<file path="src/rtl/divider_check_mul_seq_if.sv">
// -----------------------------------------------------------------------------
// divider_check_mul_seq_if
// Handshake bundle for the divider round-trip checker.
//   Input side : in_valid / in_ready, operands in_q (quotient), in_b (divisor),
//                in_r (remainder).
//   Output side: out_valid / out_ready, out_a (rebuilt dividend), out_ovf,
//                out_badrem, out_div0.
// Modports:
//   master - the operand producer / result consumer (drives in_*, out_ready)
//   slave  - the checker itself
// -----------------------------------------------------------------------------
interface divider_check_mul_seq_if #(
    parameter int WIDTH_A = 16,
    parameter int WIDTH_B = 8
);
    logic               in_valid;
    logic               in_ready;
    logic [WIDTH_A-1:0] in_q;
    logic [WIDTH_B-1:0] in_b;
    logic [WIDTH_A-1:0] in_r;
    logic               out_valid;
    logic               out_ready;
    logic [WIDTH_A-1:0] out_a;
    logic               out_ovf;
    logic               out_badrem;
    logic               out_div0;

    modport master (
        output in_valid, in_q, in_b, in_r, out_ready,
        input  in_ready, out_valid, out_a, out_ovf, out_badrem, out_div0
    );

    modport slave (
        input  in_valid, in_q, in_b, in_r, out_ready,
        output in_ready, out_valid, out_a, out_ovf, out_badrem, out_div0
    );
endinterface

</file>
<file path="src/rtl/divider_check_mul_seq.sv">
// -----------------------------------------------------------------------------
// divider_check_mul_seq
// Round-trip check for a WIDTH_A / WIDTH_B divider: rebuilds A = Q*B + R with
// a fixed-latency shift-add multiplier and flags illegal divider outputs.
// Ports:
//   clk  - rising-edge clock
//   rst  - synchronous, active-high reset
//   bus  - divider_check_mul_seq_if.slave (operand and result handshakes)
// Operands are latched on acceptance; the result appears WIDTH_B+1 cycles
// later and is held stable until out_ready is seen.
// -----------------------------------------------------------------------------
module divider_check_mul_seq #(
    parameter int WIDTH_A = 16,
    parameter int WIDTH_B = 8
) (
    input  logic                    clk,
    input  logic                    rst,
    divider_check_mul_seq_if.slave  bus
);
    localparam int ACC_W = WIDTH_A + WIDTH_B;
    localparam int CNT_W = (WIDTH_B > 1) ? $clog2(WIDTH_B) : 1;
    localparam logic [CNT_W-1:0] CNT_LAST = CNT_W'(WIDTH_B - 1);

    typedef enum logic [1:0] {
        ST_IDLE = 2'd0,
        ST_MUL  = 2'd1,
        ST_DONE = 2'd2
    } state_t;

    state_t             state_q,      state_d;
    logic [ACC_W-1:0]   acc_q,        acc_d;
    logic [ACC_W-1:0]   mcand_q,      mcand_d;
    logic [WIDTH_B-1:0] mplier_q,     mplier_d;
    logic [CNT_W-1:0]   cnt_q,        cnt_d;
    logic               out_valid_q,  out_valid_d;
    logic [WIDTH_A-1:0] out_a_q,      out_a_d;
    logic               out_ovf_q,    out_ovf_d;
    logic               out_badrem_q, out_badrem_d;
    logic               out_div0_q,   out_div0_d;

    // State and datapath registers with synchronous reset.
    always_ff @(posedge clk) begin
        if (rst) begin
            state_q      <= ST_IDLE;
            acc_q        <= '0;
            mcand_q      <= '0;
            mplier_q     <= '0;
            cnt_q        <= '0;
            out_valid_q  <= 1'b0;
            out_a_q      <= '0;
            out_ovf_q    <= 1'b0;
            out_badrem_q <= 1'b0;
            out_div0_q   <= 1'b0;
        end else begin
            state_q      <= state_d;
            acc_q        <= acc_d;
            mcand_q      <= mcand_d;
            mplier_q     <= mplier_d;
            cnt_q        <= cnt_d;
            out_valid_q  <= out_valid_d;
            out_a_q      <= out_a_d;
            out_ovf_q    <= out_ovf_d;
            out_badrem_q <= out_badrem_d;
            out_div0_q   <= out_div0_d;
        end
    end

    // Next-state and datapath logic for the IDLE -> MUL -> DONE sequence.
    always_comb begin
        state_d      = state_q;
        acc_d        = acc_q;
        mcand_d      = mcand_q;
        mplier_d     = mplier_q;
        cnt_d        = cnt_q;
        out_valid_d  = out_valid_q;
        out_a_d      = out_a_q;
        out_ovf_d    = out_ovf_q;
        out_badrem_d = out_badrem_q;
        out_div0_d   = out_div0_q;

        case (state_q)
            ST_IDLE: begin
                if (bus.in_valid) begin
                    // Seeding acc with R folds the "+R" into the multiply.
                    acc_d        = ACC_W'(bus.in_r);
                    mcand_d      = ACC_W'(bus.in_q);
                    mplier_d     = bus.in_b;
                    cnt_d        = '0;
                    out_badrem_d = (bus.in_r >= WIDTH_A'(bus.in_b));
                    out_div0_d   = (bus.in_b == '0);
                    state_d      = ST_MUL;
                end else begin
                    state_d      = ST_IDLE;
                end
            end

            ST_MUL: begin
                if (mplier_q[0]) begin
                    acc_d = acc_q + mcand_q;
                end else begin
                    acc_d = acc_q;
                end
                mcand_d  = mcand_q << 1;
                mplier_d = mplier_q >> 1;
                cnt_d    = cnt_q + CNT_W'(1);
                // Fixed latency: all WIDTH_B bits are walked even if mplier is 0.
                if (cnt_q == CNT_LAST) begin
                    state_d = ST_DONE;
                end else begin
                    state_d = ST_MUL;
                end
            end

            ST_DONE: begin
                // First DONE cycle registers the result; it then holds while stalled.
                out_valid_d = 1'b1;
                out_a_d     = acc_q[WIDTH_A-1:0];
                out_ovf_d   = |acc_q[ACC_W-1:WIDTH_A];
                if (out_valid_q && bus.out_ready) begin
                    out_valid_d = 1'b0;
                    state_d     = ST_IDLE;
                end else begin
                    state_d     = ST_DONE;
                end
            end

            default: begin
                state_d = ST_IDLE;
            end
        endcase
    end

    // Gated by rst so the block never advertises readiness while held in reset.
    assign bus.in_ready   = (state_q == ST_IDLE) && !rst;
    assign bus.out_valid  = out_valid_q;
    assign bus.out_a      = out_a_q;
    assign bus.out_ovf    = out_ovf_q;
    assign bus.out_badrem = out_badrem_q;
    assign bus.out_div0   = out_div0_q;
endmodule

</file>
<file path="src/flat_wrapper.sv">
// flat-port wrapper written by rule: the top's interface ports become plain ports
module divider_check_mul_seq_flat 
#(
    parameter int WIDTH_A = 16,
    parameter int WIDTH_B = 8
)
  (clk, rst, bus_in_valid, bus_in_q, bus_in_b, bus_in_r, bus_out_ready, bus_in_ready, bus_out_valid, bus_out_a, bus_out_ovf, bus_out_badrem, bus_out_div0);
  divider_check_mul_seq_if #(.WIDTH_A(WIDTH_A), .WIDTH_B(WIDTH_B)) bus_i ();
  input  logic clk;
  input  logic rst;
  input wire logic [$bits(bus_i.in_valid)-1:0] bus_in_valid;
  input wire logic [$bits(bus_i.in_q)-1:0] bus_in_q;
  input wire logic [$bits(bus_i.in_b)-1:0] bus_in_b;
  input wire logic [$bits(bus_i.in_r)-1:0] bus_in_r;
  input wire logic [$bits(bus_i.out_ready)-1:0] bus_out_ready;
  output wire logic [$bits(bus_i.in_ready)-1:0] bus_in_ready;
  output wire logic [$bits(bus_i.out_valid)-1:0] bus_out_valid;
  output wire logic [$bits(bus_i.out_a)-1:0] bus_out_a;
  output wire logic [$bits(bus_i.out_ovf)-1:0] bus_out_ovf;
  output wire logic [$bits(bus_i.out_badrem)-1:0] bus_out_badrem;
  output wire logic [$bits(bus_i.out_div0)-1:0] bus_out_div0;
  assign bus_i.in_valid = bus_in_valid;
  assign bus_i.in_q = bus_in_q;
  assign bus_i.in_b = bus_in_b;
  assign bus_i.in_r = bus_in_r;
  assign bus_i.out_ready = bus_out_ready;
  assign bus_in_ready = bus_i.in_ready;
  assign bus_out_valid = bus_i.out_valid;
  assign bus_out_a = bus_i.out_a;
  assign bus_out_ovf = bus_i.out_ovf;
  assign bus_out_badrem = bus_i.out_badrem;
  assign bus_out_div0 = bus_i.out_div0;
  divider_check_mul_seq #(.WIDTH_A(WIDTH_A), .WIDTH_B(WIDTH_B)) u_core (.clk(clk), .rst(rst), .bus(bus_i));
endmodule
</file>
<file path="config.mk">
export PLATFORM = sky130hd
export DESIGN_NAME = divider_check_mul_seq_flat
export DESIGN_NICKNAME = d
export VERILOG_FILES = /design/src/rtl/divider_check_mul_seq_if.sv /design/src/rtl/divider_check_mul_seq.sv /design/src/flat_wrapper.sv
export SDC_FILE = /design/constraint.sdc
export NUM_CORES = 1
export LEC_CHECK = 0
export CORE_MARGIN = 2
export CORE_UTILIZATION = 57
export CTS_BUF_LIST = sky130_fd_sc_hd__clkbuf_4
export CTS_CLUSTER_DIAMETER = 50
export DETAILED_ROUTE_END_ITERATION = 10
export GPL_TIMING_DRIVEN = 1
export PLACE_DENSITY = 0.84
export SETUP_SLACK_MARGIN = 0.5
export SYNTH_ARGS = -nofsm -noshare
export SYNTH_HDL_FRONTEND = slang
export SYNTH_SLANG_ARGS = --single-unit
</file>
<file path="constraint.sdc">
create_clock -name clk -period 2.7 [get_ports clk]
set_input_delay 0.27 -clock clk [delete_from_list [all_inputs] [get_ports clk]]
set_output_delay 0.27 -clock clk [all_outputs]
set_load 0.005 [all_outputs]
</file>
* Word-level counts from Yosys, hierarchy flattened
Cells that the tools add are included.
** Word-level totals
- Bits in registers :: 81
- Input bits :: 44
- Output and inout port bits :: 21
** Operators by class
- $add $sub $neg :: 2
- $lt $le $gt $ge :: 1
- Equality and inequality tests :: 5
- Muxes and demuxes :: 14
- Reduce and logical (&&, ||, !) cells :: 10
** Operators with widths (count)
- 24-bit one-hot mux with 2 select lines :: 2
- 24-bit two-way mux :: 3
- 24-bit adder :: 1
- 16-bit by 8-bit >= comparator with 1-bit output :: 1
- 8-bit one-hot mux with 2 select lines :: 1
- 8-bit zero test :: 1
- 8-bit two-way mux :: 1
- 8-bit OR reduction :: 1
- 2-bit one-hot mux with 3 select lines :: 1
- 3-bit one-hot mux with 2 select lines :: 1
- 2-bit two-way mux :: 2
- 2-bit AND reduction :: 2
- 3-bit by 1-bit adder with 3-bit output, second input constant :: 1
- 3-bit == test, second input constant :: 1
- 3-bit two-way mux :: 1
- 3-bit AND reduction :: 1
- 2-bit by 1-bit == test with 1-bit output, second input constant :: 1
- 2-bit == test, second input constant :: 1
- 1-bit logical AND :: 2
- 2-bit zero test :: 1
- 1-bit two-way mux :: 2
- 2-bit by 1-bit inequality test with 1-bit output, second input constant :: 1
- 2-bit inequality test, second input constant :: 1
- 2-bit nonzero test :: 1
- 1-bit zero test :: 1

* Longest topological paths before layout
- Depth after elaboration :: 3
- Gate-level depth with buffers :: 10
- Gate-level depth less buffers :: 10

* Worst setup path after synthesis
No wires, ideal clock.
- Kind :: register to register
- Start :: reg u_core.mcand_q[0]
- End :: reg u_core.acc_q[20]
- Arrival :: 2.345 ns
- Data required time :: 2.583 ns
- Slack :: 0.238 ns
- Stages on the path, launching flop included :: 11
- Path buffers :: 0
- Clock period less this slack :: 2.462 ns
- Cell sequence :: dfxtp_1 -> ha_1 -> inv_1 -> fa_1 -> and2b_1 -> o211ai_2 -> a211o_1 -> a211oi_1 -> a21boi_0 -> xnor2_1 -> a22o_1
** On the way
- Word-level cells in the longest chain between the ends :: 3
** RTL lines
- from (decl) :: RTL line divider_check_mul_seq.sv:32 : logic [ACC_W-1:0] mcand_q, mcand_d;
- from (signal assigned) :: RTL line divider_check_mul_seq.sv:57 : mcand_q <= mcand_d;
- 24-bit adder :: RTL line divider_check_mul_seq.sv:99 : acc_d = acc_q + mcand_q;
- 24-bit two-way mux :: RTL line divider_check_mul_seq.sv:98 : if (mplier_q[0]) begin
- 24-bit one-hot mux with 2 select lines :: RTL line divider_check_mul_seq.sv:81 : case (state_q)
- to (signal assigned) :: RTL line divider_check_mul_seq.sv:45 : acc_q <= '0;
- to (signal assigned) :: RTL line divider_check_mul_seq.sv:56 : acc_q <= acc_d;
- to (decl) :: RTL line divider_check_mul_seq.sv:31 : logic [ACC_W-1:0] acc_q, acc_d;
Every way passes these cells. The select of a mux whose other input is x is not followed.
A chain may end at the register's enable or synchronous reset.

* Worst setup path after layout
- Start :: reg u_core.mcand_q[0]
- End :: reg u_core.acc_q[18]
The elaborated chain is that of the path after synthesis.

==> reports/metrics.yaml <==
critical_path:
  endpoint_kind: "register"
  crit_required_ps: 3030
  critPathArrivalTime_ps: 2760
  critical_path.cell_chain: "ha_4, inv_2, fa_2, and2b_1, o211ai_2, a211o_1, a211oi_2, a21oi_1, xnor2_1, a22o_1"
  crit_type: "reg -> reg"
  max_stage_delay_ps: 380
  r2r_setup_slack_ps: 270
  crit_fanout: 4
  worst_path_max_delay_cell: "dfxtp_2"
  worstSetupStartpointType: "register"
synth:
  synth_edf_count: 0
  synthFlopType: "dfxtp_1"
  ys_types: 56
  synth_async_sr_flop_share_pct: 0
  synth_seq_area_share_pct: 35.08
  synth_top_cell_by_area: "dfxtp_1"
  synthCells: 587
  synth_area_um2: 4622
  yosys_warnings: 0
  post_synth.cell_area_avg_um2: 7.874
  synthTopCellsByArea: "dfxtp_1 35%, nand2_1 9.0%, ha_1 8.9%"
  synth_common_cells: "111 x nand2_1, 81 x dfxtp_1, 59 x a21oi_1"
  yosys_register_bits: 81
  synth_top_cell_area_share_pct: 35.08
  synth.most_common_cell: "nand2_1"
  synth_nets: 665
global_route:
  grt_pass1_wl_um: 20320
  antenna_found_initial: 0
  grt_max_degree: 66
  grt_usage_pct: 29.51
  grt_overflow_total: 0
  grt_pass1_vias: 4058
clock_tree:
  clk_pin_slew_worst_paths_ps: 140
  hold_buffers: 0
  cts_sinks: 81
  clk_latency_ps: 430
  cts_tree: "built"
  clockBufferDepth: 2
  root_buffer: "clkbuf_4"
  cts_made_buffers: 9
  cts.htree.levels: 3
sta:
  fin_hold_ws_ps: 248.6
  layout_min_cycle_time_ps: 2430
  slew_headroom_pct: 51.62
  slew_violations: 0
  rsz0062_at_grt: "true"
  period_share_pct: 89.99
  hold_viol: 0
  clock_skew_ps: 24.46
  tns_ps: 0
  setup_violations: 0
  tightest_slew_ps: 723.1
  fmax_ghz: 0.4116
detailed_routing:
  dr.pass1.iters: 7
  drt_iter0_markers: 429
  wl_um: 12800
  vias: 4566
  ant_nets: 0
  wl_per_cell_um: 17.05
  routed_via_density: 6.080
  drcViolationCount: 0
die:
  start_util_pct: 59.20
  die_h_um: 94.05
  die-area_um2: 8845
  fp.dieW_um: 94.05
  fp-row-count: 32
  core_um2: 7807
  ios: 65
status:
  status: "complete, no violations"
pwr:
  finalPower_mw: 2.812
  ir_drop_uv: 347.6
  p_leak_nw: 2.251
  power.density_nw_per_um2: 494.1
final_layout:
  antenna_cells: 0
  fin_util_pct: 72.90
  area_growth_pct: 23.15
  nets: 722
  drive_above_1_share_pct: 12.17
run:
  drv_cap: 0
min_path:
  min-delay-path-class: "in -> reg"
placement:
  port_buffers: 64
  gp_congestion: 0.9851
  hpwl_um: 9300
state kept, by name, indices dropped and copies added, names as in the netlist, 2 cells and up:
register,flops
u_core.bus.out_a,16
u_core.mcand_q,24
u_core.cnt_q,3
u_core.acc_q,24
u_core.mplier_q,8
u_core.state_q,2
logic make-up after synthesis:
kind of cell | share of synthesized area (%)
XOR/XNOR | 3.600
flip-flops | 35.08
buffers and inverters | 4.250
AO/OA/AOI/OAI | 24.93
AND/OR/NAND/NOR | 22.55
adder cells (fa/ha/maj) | 9.367
multiplexers | 0.2166
per-stage QoR:
stage                     setup WS, ps  std cells  cell area, µm²
after floorplan                  454.2        587            4644
after global placement           337.3        726            5346
after detailed placement         254.7        726            5346
after CTS                        288.8        747            5597
after global routing             178.2        751            5692
final                            270.3        751            5692
metal layers:
| layer | track usage, % | part of all wire [%] |
|---|---|---|
| met5 | 0 | 0 |
| met3 | 4.254 | 7.8 |
| met1 | 42.55 | 46 |
| met4 | 8.696 | 1.8 |
| met2 | 45.83 | 45 |
repair_timing:
action                     4_1_cts  5_1_grt
gates resized for setup          9       19
cloned                           0        0
pin swaps                       12        4
setup endpoints to repair       12       13
setup buffers                    5        4
worst max-delay path: cells and delay by family, from the launching register on:
family | cells | cell delay (ps)
simple gates | 1 | 240
compound gates | 5 | 1070
flops | 1 | 380
buf+inv | 1 | 40
fa+ha+maj | 2 | 460
xor+xnor | 1 | 130
cells in the final DEF (no fill, tap or decap), types with 7 or more instances in the layout:
| cell | instances |
|---|---|
| nor2_1 | 56 |
| clkdlybuf4s50_1 | 63 |
| nor3_1 | 8 |
| xnor2_1 | 10 |
| a21o_1 | 17 |
| buf_4 | 18 |
| dfxtp_1 | 73 |
| xor2_1 | 9 |
| nand2_1 | 111 |
| a211oi_1 | 7 |
| o21ai_0 | 20 |
| a21oi_1 | 55 |
| inv_1 | 11 |
| clkbuf_4 | 11 |
| nand3_1 | 16 |
| dfxtp_2 | 7 |
| ha_1 | 23 |
| a311oi_1 | 25 |
report_power, final:
part | switching [mW] | internal (mW)
Clock | 0.420 | 0.395
Combinational | 0.371 | 0.290
Sequential | 0.0709 | 1.27
final timing paths:
path | start | endpoint | cells after the start
worst max-delay path | u_core.mcand_q[0] | u_core.acc_q[18] | 10
worst min-delay path | rst | u_core.bus.out_valid | 2
worst max register to register | u_core.mcand_q[0] | u_core.acc_q[18] | 10
worst min register to register | u_core.bus.out_a[7] | u_core.bus.out_a[7] | 2
layout make-up:
class | count | area (µm²)
clock buffers | 11 | 82.58
clock inverters | 5 | 80.08
fillers | 626 | 2116
inverters | 12 | 45.04
multi-input cells | 457 | 2932
flip-flops and latches | 81 | 1634
well taps | 102 | 127.6
repair buffers | 83 | 790.8
Power figures use the tool's default switching activity.
